## config.mk

```make
export PLATFORM = sky130hd
export DESIGN_NAME = vector_mem_sequencer_flat
export DESIGN_NICKNAME = d
export VERILOG_FILES = /design/src/rtl/vmem_pkg.sv /design/src/rtl/vector_mem_sequencer_if.sv /design/src/rtl/vmem_addr_gen.sv /design/src/rtl/vector_mem_sequencer.sv /design/src/flat_wrapper.sv
export SDC_FILE = /design/constraint.sdc
export NUM_CORES = 1
export LEC_CHECK = 0
export ABC_AREA = 0
export BUFFER_PORTS_ARGS = -buffer_cell sky130_fd_sc_hd__clkbuf_2
export CORE_UTILIZATION = 39
export DETAILED_ROUTE_END_ITERATION = 6
export HOLD_SLACK_MARGIN = 0.12
export PLACE_DENSITY = 0.63
export SETUP_SLACK_MARGIN = 0.02
export SYNTH_ARGS = -nofsm -noshare
export SYNTH_HDL_FRONTEND = slang
export SYNTH_SLANG_ARGS = --single-unit
```

## constraint.sdc

```tcl
create_clock -name clk -period 2.9 [get_ports clk]
set_input_delay 0 -clock clk [delete_from_list [all_inputs] [get_ports clk]]
set_output_delay 0 -clock clk [all_outputs]
set_load 0.005 [all_outputs]
```

## src/rtl/vmem_pkg.sv

```systemverilog
// Shared types and helpers for the vector memory sequencer.
package vmem_pkg;

    localparam int unsigned VMEM_LANES   = 4;
    localparam int unsigned VMEM_DW      = 8;
    localparam int unsigned VMEM_AW      = 16;
    localparam int unsigned VMEM_MAX_VEC = 1024;
    localparam int unsigned VMEM_MAX_DW  = 64;

    typedef enum logic [1:0] {
        IDLE = 2'd0,
        RUN  = 2'd1,
        WAIT = 2'd2,
        DONE = 2'd3
    } vmem_state_t;

    // Extract lane idx of width dw from a (zero-extended) packed vector.
    function automatic logic [VMEM_MAX_DW-1:0] lane_slice(
        input logic [VMEM_MAX_VEC-1:0] vec,
        input int unsigned             idx,
        input int unsigned             dw
    );
        logic [VMEM_MAX_VEC-1:0] shifted;
        shifted = vec >> (idx * dw);
        return shifted[VMEM_MAX_DW-1:0] & ((VMEM_MAX_DW'(1) << dw) - VMEM_MAX_DW'(1));
    endfunction

endpackage

```

## src/rtl/vector_mem_sequencer_if.sv

```systemverilog
// Request / memory / result bundle of the vector memory sequencer.
interface vector_mem_sequencer_if
    import vmem_pkg::*;
#(
    parameter int unsigned LANES = VMEM_LANES,
    parameter int unsigned DW    = VMEM_DW,
    parameter int unsigned AW    = VMEM_AW
) ();

    logic                  rmem_i;
    logic                  wmem_i;
    logic [AW-1:0]         base_addr;
    logic [AW-1:0]         stride;
    logic [LANES*DW-1:0]   wdata_vec;
    logic [DW-1:0]         mem_rdata;
    logic [AW-1:0]         mem_addr;
    logic                  mem_we;
    logic [DW-1:0]         mem_wdata;
    logic [LANES*DW-1:0]   rdata_vec;
    logic                  stall;
    logic                  done;

    modport master (
        output rmem_i, wmem_i, base_addr, stride, wdata_vec, mem_rdata,
        input  mem_addr, mem_we, mem_wdata, rdata_vec, stall, done
    );

    modport slave (
        input  rmem_i, wmem_i, base_addr, stride, wdata_vec, mem_rdata,
        output mem_addr, mem_we, mem_wdata, rdata_vec, stall, done
    );

endinterface

```

## src/rtl/vmem_addr_gen.sv

```systemverilog
// Lane address accumulator: loaded with the base, steps by stride (VMEM_STRIDE_EN) or by 1.
module vmem_addr_gen #(
    parameter int unsigned AW = 16
) (
    input  logic          clk,
    input  logic          rst,
    input  logic          load,
    input  logic          step,
    input  logic [AW-1:0] base,
    input  logic [AW-1:0] stride,
    output logic [AW-1:0] addr
);

    logic [AW-1:0] inc;

`ifdef VMEM_STRIDE_EN
    logic [AW-1:0] stride_q;

    always_ff @(posedge clk or posedge rst) begin
        if (rst) begin
            stride_q <= '0;
        end else if (load) begin
            stride_q <= stride;
        end
    end

    assign inc = stride_q;
`else
    logic unused_stride;

    assign unused_stride = ^stride;
    assign inc           = AW'(1);
`endif

    // Address wraps modulo 2^AW.
    always_ff @(posedge clk or posedge rst) begin
        if (rst) begin
            addr <= '0;
        end else if (load) begin
            addr <= base;
        end else if (step) begin
            addr <= addr + inc;
        end
    end

endmodule

```

## src/rtl/vector_mem_sequencer.sv

```systemverilog
// Moves one vector register to/from byte-lane memory, one lane per cycle.
// Lane step is the latched stride when VMEM_STRIDE_EN is defined, otherwise 1.
module vector_mem_sequencer
    import vmem_pkg::*;
#(
    parameter int unsigned LANES = VMEM_LANES,
    parameter int unsigned DW    = VMEM_DW,
    parameter int unsigned AW    = VMEM_AW
) (
    input  logic                  clk,
    input  logic                  rst,
    vector_mem_sequencer_if.slave bus
);

    localparam int unsigned CW = $clog2(LANES);
    localparam int unsigned VW = LANES * DW;

    vmem_state_t   state;
    vmem_state_t   state_nx;

    logic [CW-1:0] k;
    logic          op_store;
    logic [VW-1:0] wvec_q;
    logic          mem_we_q;
    logic [DW-1:0] mem_wdata_q;
    logic [VW-1:0] rdata_q;
    logic          done_q;

    logic          req_c;
    logic          last_c;
    logic          start_c;
    logic          step_c;
    logic          cap_en_c;
    logic [CW-1:0] cap_idx_c;
    logic          stall_c;

    assign req_c  = bus.rmem_i | bus.wmem_i;
    assign last_c = (k == CW'(LANES - 1));

    // State register.
    always_ff @(posedge clk or posedge rst) begin
        if (rst) begin
            state <= IDLE;
        end else begin
            state <= state_nx;
        end
    end

    // Next-state logic.
    always_comb begin
        state_nx = state;
        case (state)
            IDLE:    if (req_c) state_nx = RUN;
            RUN:     if (last_c) state_nx = op_store ? DONE : WAIT;
            WAIT:    state_nx = DONE;
            DONE:    state_nx = IDLE;
            default: state_nx = IDLE;
        endcase
    end

    // Per-state control strobes; a load captures lane k-1 one cycle behind its address.
    always_comb begin
        start_c   = 1'b0;
        step_c    = 1'b0;
        cap_en_c  = 1'b0;
        cap_idx_c = k - CW'(1);
        stall_c   = 1'b0;
        case (state)
            IDLE: begin
                start_c = req_c;
                stall_c = req_c;
            end
            RUN: begin
                stall_c  = 1'b1;
                step_c   = ~last_c;
                cap_en_c = ~op_store & (k != '0);
            end
            WAIT: begin
                stall_c   = 1'b1;
                cap_en_c  = 1'b1;
                cap_idx_c = CW'(LANES - 1);
            end
            default: ;
        endcase
    end

    // Datapath: request latch, lane counter, store data and load assembly.
    always_ff @(posedge clk or posedge rst) begin
        if (rst) begin
            k           <= '0;
            op_store    <= 1'b0;
            wvec_q      <= '0;
            mem_we_q    <= 1'b0;
            mem_wdata_q <= '0;
            rdata_q     <= '0;
            done_q      <= 1'b0;
        end else begin
            done_q <= (state_nx == DONE);
            if (start_c) begin
                k        <= '0;
                op_store <= bus.wmem_i;
                wvec_q   <= bus.wdata_vec;
                mem_we_q <= bus.wmem_i;
                if (bus.wmem_i) begin
                    mem_wdata_q <= DW'(lane_slice(VMEM_MAX_VEC'(bus.wdata_vec), 0, DW));
                end
            end
            if (state == RUN) begin
                k <= last_c ? '0 : k + CW'(1);
                if (op_store) begin
                    if (last_c) begin
                        mem_we_q <= 1'b0;
                    end else begin
                        mem_wdata_q <= DW'(lane_slice(VMEM_MAX_VEC'(wvec_q), 32'(k) + 32'd1, DW));
                    end
                end
            end
            if (cap_en_c) begin
                rdata_q[32'(cap_idx_c) * DW +: DW] <= bus.mem_rdata;
            end
        end
    end

    vmem_addr_gen #(
        .AW (AW)
    ) u_addr_gen (
        .clk    (clk),
        .rst    (rst),
        .load   (start_c),
        .step   (step_c),
        .base   (bus.base_addr),
        .stride (bus.stride),
        .addr   (bus.mem_addr)
    );

    assign bus.mem_we    = mem_we_q;
    assign bus.mem_wdata = mem_wdata_q;
    assign bus.rdata_vec = rdata_q;
    assign bus.done      = done_q;
    assign bus.stall     = stall_c & ~rst;

endmodule
```

## src/flat_wrapper.sv

```systemverilog
// flat-port wrapper written by rule: the top's interface ports become plain ports
module vector_mem_sequencer_flat import vmem_pkg::*;
#(
    parameter int unsigned LANES = VMEM_LANES,
    parameter int unsigned DW    = VMEM_DW,
    parameter int unsigned AW    = VMEM_AW
)
  (clk, rst, bus_rmem_i, bus_wmem_i, bus_base_addr, bus_stride, bus_wdata_vec, bus_mem_rdata, bus_mem_addr, bus_mem_we, bus_mem_wdata, bus_rdata_vec, bus_stall, bus_done);
  vector_mem_sequencer_if #(.LANES(LANES), .DW(DW), .AW(AW)) bus_i ();
  input  logic clk;
  input  logic rst;
  input wire logic [$bits(bus_i.rmem_i)-1:0] bus_rmem_i;
  input wire logic [$bits(bus_i.wmem_i)-1:0] bus_wmem_i;
  input wire logic [$bits(bus_i.base_addr)-1:0] bus_base_addr;
  input wire logic [$bits(bus_i.stride)-1:0] bus_stride;
  input wire logic [$bits(bus_i.wdata_vec)-1:0] bus_wdata_vec;
  input wire logic [$bits(bus_i.mem_rdata)-1:0] bus_mem_rdata;
  output wire logic [$bits(bus_i.mem_addr)-1:0] bus_mem_addr;
  output wire logic [$bits(bus_i.mem_we)-1:0] bus_mem_we;
  output wire logic [$bits(bus_i.mem_wdata)-1:0] bus_mem_wdata;
  output wire logic [$bits(bus_i.rdata_vec)-1:0] bus_rdata_vec;
  output wire logic [$bits(bus_i.stall)-1:0] bus_stall;
  output wire logic [$bits(bus_i.done)-1:0] bus_done;
  assign bus_i.rmem_i = bus_rmem_i;
  assign bus_i.wmem_i = bus_wmem_i;
  assign bus_i.base_addr = bus_base_addr;
  assign bus_i.stride = bus_stride;
  assign bus_i.wdata_vec = bus_wdata_vec;
  assign bus_i.mem_rdata = bus_mem_rdata;
  assign bus_mem_addr = bus_i.mem_addr;
  assign bus_mem_we = bus_i.mem_we;
  assign bus_mem_wdata = bus_i.mem_wdata;
  assign bus_rdata_vec = bus_i.rdata_vec;
  assign bus_stall = bus_i.stall;
  assign bus_done = bus_i.done;
  vector_mem_sequencer #(.LANES(LANES), .DW(DW), .AW(AW)) u_core (.clk(clk), .rst(rst), .bus(bus_i));
endmodule
```

==> results of run 1 <==
## registers in the layout (all words and copies together), names as in the netlist
| register | flops |
|---|---|
| u_core.bus.done | 1 |
| u_core.bus.mem_wdata | 8 |
| u_core.bus.mem_we | 1 |
| u_core.bus.rdata_vec | 32 |
| u_core.k | 2 |
| u_core.op_store | 1 |
| u_core.state | 2 |
| u_core.u_addr_gen.addr | 16 |
| u_core.wvec_q | 24 |
## path summary, 6_finish.rpt
check                      slack [ns]                                   end  depth (start not counted)
max                              0.35  u_core.bus.rdata_vec[24]$_DFFE_PP0P_                          7
min                              0.29             u_core.bus.done$_DFF_PP0_                          3
max in group asynchronous        1.91         u_core.wvec_q[18]$_DFFE_PP0P_                          4
min in group clk                 0.37         u_core.wvec_q[21]$_DFFE_PP0P_                          4
min reg2reg                      0.48         u_core.wvec_q[14]$_DFFE_PP0P_                          2
max reg2reg                      0.35  u_core.bus.rdata_vec[24]$_DFFE_PP0P_                          7
## synthesized netlist by cell type (all sizes together) (2+ instances only)
master / instances / area share (%)
inv: 19 / 1.7
dfrtp: 87 / 53
xnor2: 8 / 1.7
nand4: 5 / 0.75
nand2: 152 / 14
ha: 14 / 4.2
o21ai: 38 / 4.6
nor2b: 4 / 0.60
or3: 2 / 0.30
or4: 2 / 0.45
o2bb2ai: 7 / 1.5
and2: 2 / 0.30
mux2i: 17 / 4.1
nand3: 7 / 0.97
a31oi: 2 / 0.30
nor4: 3 / 0.75
clkbuf: 19 / 1.7
o211ai: 5 / 0.91
nor3: 8 / 1.1
a21oi: 3 / 0.36
o31ai: 18 / 3.3
nand3b: 3 / 0.54
buf: 2 / 0.21
nand4b: 2 / 0.42
xor2: 3 / 0.63
nor2: 6 / 0.54
## layer usage
| metal | vias to the layer above | global-route usage, % | part of all wire (%) |
|---|---|---|---|
| li1 | 1853 | - | - |
| met5 | - | 0 | 0 |
| met3 | 17 | 2.99 | 4.1 |
| met1 | 1762 | 25.8 | 47 |
| met4 | 0 | 8.85 | 1.4 |
| met2 | 105 | 33.2 | 47 |
## report_power, final
| group | internal [mW] | leakage [nW] | switching [mW] |
|---|---|---|---|
| sequential | 1.79 | 1.07 | 0.420 |
| combinational | 1.07 | 1.65 | 1.39 |
| clock | 0.598 | 0.124 | 0.437 |
## worst max-delay path: cells and delay by family (launching register included)
kind / cells / cell delay, ns
adder cells (fa/ha/maj): 2 / 0.52
buffers and inverters: 2 / 0.29
AO/OA/AOI/OAI: 2 / 0.73
flip-flops: 1 / 0.44
AND/OR/NAND/NOR: 1 / 0.40
## kinds of logic after synthesis
family | Yosys count
AO/OA/AOI/OAI | 79
XOR/XNOR | 11
adder cells (fa/ha/maj) | 14
buffers and inverters | 40
flip-flops | 87
multiplexers | 18
AND/OR/NAND/NOR | 198
## layout make-up
class                   instances  share of cell area, %
multi-input cells             320                   31.6
repair buffers                187                   22.1
clock buffers                  11                   2.46
inverters                      19                   1.26
well taps                     136                   2.96
clock inverters                 5                   1.80
flip-flops and latches         87                   37.8
## repair_timing
item / in CTS / in global routing
resized for setup: 0 / 0
hold buffers: 60 / 0
endpoints found under the hold margin: 123 / 0
## stage by stage
step	area [µm²]	hold slack, ns	util (%)
after global placement	4910	0.146	47.6
after CTS	5760	0.309	55.8
after detailed placement	4910	0.151	47.6
after global routing	5760	0.350	55.8
after floorplan	4140	0.0342	-
final	5760	0.291	55.8
==> results.yml, run 1 <==
logic_synthesis:
  ys_async_sr_fraction_pct: 100
  synth.avg_cell_area_um2: 9.27
  synth_edf_count: 0
  synth_seq_cells: 87
  synth_fa_ha_area_share_pct: 4.23
  netlist_area_mm2: 0.00414
  syn_nets: 537
  synth_flop_cell: "dfrtp_1"
  synthCells: 447
  synth_compound_area_share_pct: 12.0
  yosysWarnings: 0
  synthXorXnorAreaFrac_pct: 2.32
  synth.distinct_cells: 42
  synth_top_family_by_area: "simple AND/OR/NAND/NOR gates"
  seq_area_frac_synth_pct: 52.5
  synth_mux_area_share_pct: 4.38
  synthSimpleGateAreaFrac_pct: 20.8
placement:
  dp_slack_ns: 0.368
  hpwl_mm: 7.18
  portBuffers: 118
  place.gp.congestion: 0.762
  dp_cells: 689
route:
  finalWirelength_mm: 10.4
  via_count: 3737
  drt_first_pass_iters: 5
  drt-wirelength-per-cell_um: 13.6
  detail_route.vias_per_cell: 4.88
  drc: 0
  antenna_left: 0
  drt_iter0_markers: 143
final_layout:
  fillers: 953
  layout-drive-gt1-share_pct: 24.2
  layout_common_cells: "nand2_1, clkbuf_2, dfrtp_1"
  stdcell_count: 765
  nets: 714
  final_common_cell: "nand2_1"
  multiInputGateArea_mm2: 0.00182
  seqCellArea_mm2: 0.00218
  syn2layout_area_growth_pct: 38.9
  n_antenna_cell: 0
die:
  core_area_mm2: 0.0103
  rows: 37
  die_x_um: 105
  start_util_pct: 40.1
  dieArea_mm2: 0.0110
  ios: 135
  die_h_um: 105
outcome:
  status: "completed"
sta:
  period_minus_slack_ns: 2.55
  finClkSkew_ns: 0.0101
  setup_tns_ns: 0
  relSlewSlack_pct: 22.4
  finalHoldViolCount: 0
  setup_viol: 0
  rsz0062_at_grt: "no"
  layout_setup_ws_ns: 0.350
  slew_viol_final: 0
  worst_pin_slew_ns: 1.16
  max_freq_mhz: 392
  timing.final.crit_share_pct: 87.9
cts:
  cts_setup_buffers: 0
  cts_made_buffers: 9
  cts_tree: "built"
  clkLatencyLatePin_ns: 0.36
  htree_levels: 3
  clockBufferDepth: 2
  path_clk_slew_ns: 0.09
  clock-sinks: 87
  cts_root_buf: "clkbuf_8"
run:
  maxCapViolCount: 0
grt:
  antenna_found_initial: 0
  grt_pass1_wl_mm: 17.6
  groute.usage.overall_pct: 20.0
  grt_pass1_vias: 3799
  grt_max_degree: 47
  grt-ovfl-total: 0
setup_path:
  crit_type: "reg2reg"
  critPathMaxFanout: 16
  setup.worst_path.end_class: "flop"
  timing.rr.start: "u_core.state[0]$_DFF_PP0_"
  crit_start: "u_core.state[0]$_DFF_PP0_"
  cp-start-kind: "flop"
  path_cells: "inv_1, ha_1, nor2b_1, inv_1, ha_1, o211ai_1, o21ai_0"
  cp_slowest_cell: "o211ai_1"
  slowest_delay_ns: 0.47
  arrival_ns: 2.74
  crit_required_ns: 3.09
power:
  ir_drop_uv: 359
  power.leakage_nw: 2.85
  p_per_area_mw_per_mm2: 990
  power_mw: 5.70
min_path:
  hp-class: "in2async"
Power figures use the tool's default switching activity.
==> run 2: changes to the inputs <==
- SLEW_MARGIN: not set -> 20
- SYNTH_HIERARCHICAL: not set -> 1
==> run 2 against run 1 <==
Critical path type unchanged. Global-route usage hardly changed. Final cell count is 3.1% lower. Largest power group unchanged. Sequential power is 2% lower. Register-to-register slack better by 0.10 ns. Largest cell class unchanged.
==> results.yml, run 2 <==
die:
  dieArea_mm2: 0.0116
  start_util_pct: 40.1
  die_x_um: 108
  rows: 38
  core_area_mm2: 0.0108
  ios: 135
  die_h_um: 108
placement:
  portBuffers: 118
  placed_area_mm2: 0.00515
  hpwl_mm: 7.58
  place.gp.congestion: 0.784
logic_synthesis:
  synth_top_area_share_pct: 50.0
  synth_seq_cells: 87
  seq_area_frac_synth_pct: 50.0
  synthCells: 409
  synth.area.top_cells: "dfrtp_1, nand2_1, mux2_2"
  synth.cells.most_frequent: "nand2_1, dfrtp_1, mux2_2"
  synth_flop_cell: "dfrtp_1"
  synth.avg_cell_area_um2: 10.6
  syn_nets: 497
  synth.distinct_cells: 41
  yosysTopAreaCell: "dfrtp_1"
  ys_async_sr_fraction_pct: 100
  synth.most_common_cell: "nand2_1"
  yosysWarnings: 6
  netlist_area_mm2: 0.00435
  synth_edf_count: 0
sta:
  finClkSkew_ns: 0.0121
  setup_viol: 0
  hold-worst-slack_ns: 0.272
  period_minus_slack_ns: 2.45
  max_freq_mhz: 409
  timing.final.crit_share_pct: 84.3
  relSlewSlack_pct: 37.0
  setup_tns_ns: 0
  finalHoldViolCount: 0
  slew_viol_final: 0
  worst_pin_slew_ns: 0.944
  rsz0062_at_grt: "no"
route:
  drt_iter0_markers: 175
  drc: 0
  drt-wirelength-per-cell_um: 14.8
  finalWirelength_mm: 10.9
  antenna_left: 0
  drt_first_pass_iters: 4
  detail_route.vias_per_cell: 4.95
  via_count: 3666
final_layout:
  final_common_cell: "clkbuf_2"
  largest_reg_flops: 32
  layout_common_cells: "clkbuf_2, nand2_1, dfrtp_1"
  multiInputGateArea_mm2: 0.00205
  fillers: 997
  syn2layout_area_growth_pct: 37.0
  n_antenna_cell: 0
  layout-drive-gt1-share_pct: 33.6
  seqCellArea_mm2: 0.00218
  nets: 684
  fin_area_mm2: 0.00596
grt:
  grt-ovfl-total: 0
  antenna_found_initial: 0
  grt_pass1_wl_mm: 18.0
  grt_max_degree: 46
  grt_pass1_vias: 3696
  groute.usage.overall_pct: 20.0
min_path:
  hp-class: "in2async"
setup_path:
  crit_start: "u_core/state[1]$_DFF_PP0_"
  crit_required_ns: 3.15
  cp-start-kind: "flop"
  crit_type: "reg2reg"
  critPathMaxFanout: 8
  timing.rr.start: "u_core/state[1]$_DFF_PP0_"
  setup.worst_path.end_class: "flop"
  arrival_ns: 2.69
cts:
  cts_root_buf: "clkbuf_8"
  path_clk_slew_ns: 0.09
  cts_tree: "built"
  clockBufferDepth: 2
  htree_levels: 3
  clkLatencyLatePin_ns: 0.37
  clock-sinks: 87
  cts_setup_buffers: 0
  cts_made_buffers: 9
power:
  p_per_area_mw_per_mm2: 975
  ir_drop_uv: 421
  power.leakage_nw: 3.14
run:
  maxCapViolCount: 0
outcome:
  status: "completed"
==> run 2: cell types whose count changed after synthesis, moves of 9 or more <==
cell and delta:
nand2_1 -50, mux2_2 +33, and3_1 +24, o21ai_0 -22, a22oi_1 +9, o31ai_1 -17
==> run 2: repair_timing <==
| action | in CTS | in global routing |
|---|---|---|
| setup endpoints to repair | 0 | 0 |
| hold buffers | 60 | 0 |
| gates resized for setup | 0 | 0 |
| hold endpoints to repair | 142 | 0 |
==> run 2: metal layers <==
metal / global-route usage [%] / up-vias / part of all wire (%)
met5: 0 / - / 0
met2: 33.4 / 101 / 49
met1: 25.7 / 1767 / 45
li1: - / 1782 / -
met4: 7.73 / 0 / 1.7
met3: 3.51 / 16 / 4.1
==> run 2: stage by stage <==
step | setup WS, ns | power, mW | util (%) | instances
after floorplan | 0.223 | 3.88 | - | 409
after global placement | 0.565 | 4.77 | 47.6 | 665
after detailed placement | 0.517 | 4.88 | 47.6 | 665
after CTS | 0.498 | 5.84 | 55.0 | 741
after global routing | 0.266 | 6.29 | 55.0 | 741
final | 0.455 | 5.81 | 55.0 | 741
==> run 2: report_power, final <==
group	internal (mW)	switching, mW
Sequential	1.75	0.411
Clock	0.407	0.467
Combinational	1.32	1.46
==> run 2: path summary, 6_finish.rpt <==
path / end / slack [ns] / depth (start not counted)
max reg2reg: u_core/bus.rdata_vec[5]$_DFFE_PP0P_ / 0.45 / 5
min in group clk: u_core/wvec_q[29]$_DFFE_PP0P_ / 0.35 / 4
max in group asynchronous: u_core/wvec_q[8]$_DFFE_PP0P_ / 1.71 / 4
max: u_core/bus.rdata_vec[5]$_DFFE_PP0P_ / 0.45 / 5
min reg2reg: u_core/wvec_q[14]$_DFFE_PP0P_ / 0.48 / 2
min: u_core/u_addr_gen/addr[2]$_DFFE_PP0P_ / 0.27 / 3
==> run 2: cell type report <==
cell class | instances | share of cell area, %
well taps | 140 | 2.94
clock inverters | 7 | 1.34
flip-flops and latches | 87 | 36.5
repair buffers | 192 | 21.8
inverters | 14 | 0.882
multi-input cells | 292 | 34.5
clock buffers | 9 | 2.08
==> run 2: kinds of logic after synthesis <==
logic type	share of synthesized area [%]
compound gates	5.38
simple gates	19.8
fa+ha+maj	3.45
flops	50.0
mux	15.9
xor+xnor	2.62
buf+inv	2.82
==> run 2: critical path, stage by stage (launching register included) <==
cell and delay, ns:
dfrtp_1 0.45, inv_1 0.13, ha_1 0.31, or3b_1 0.48, or4_4 0.63, mux2_4 0.33
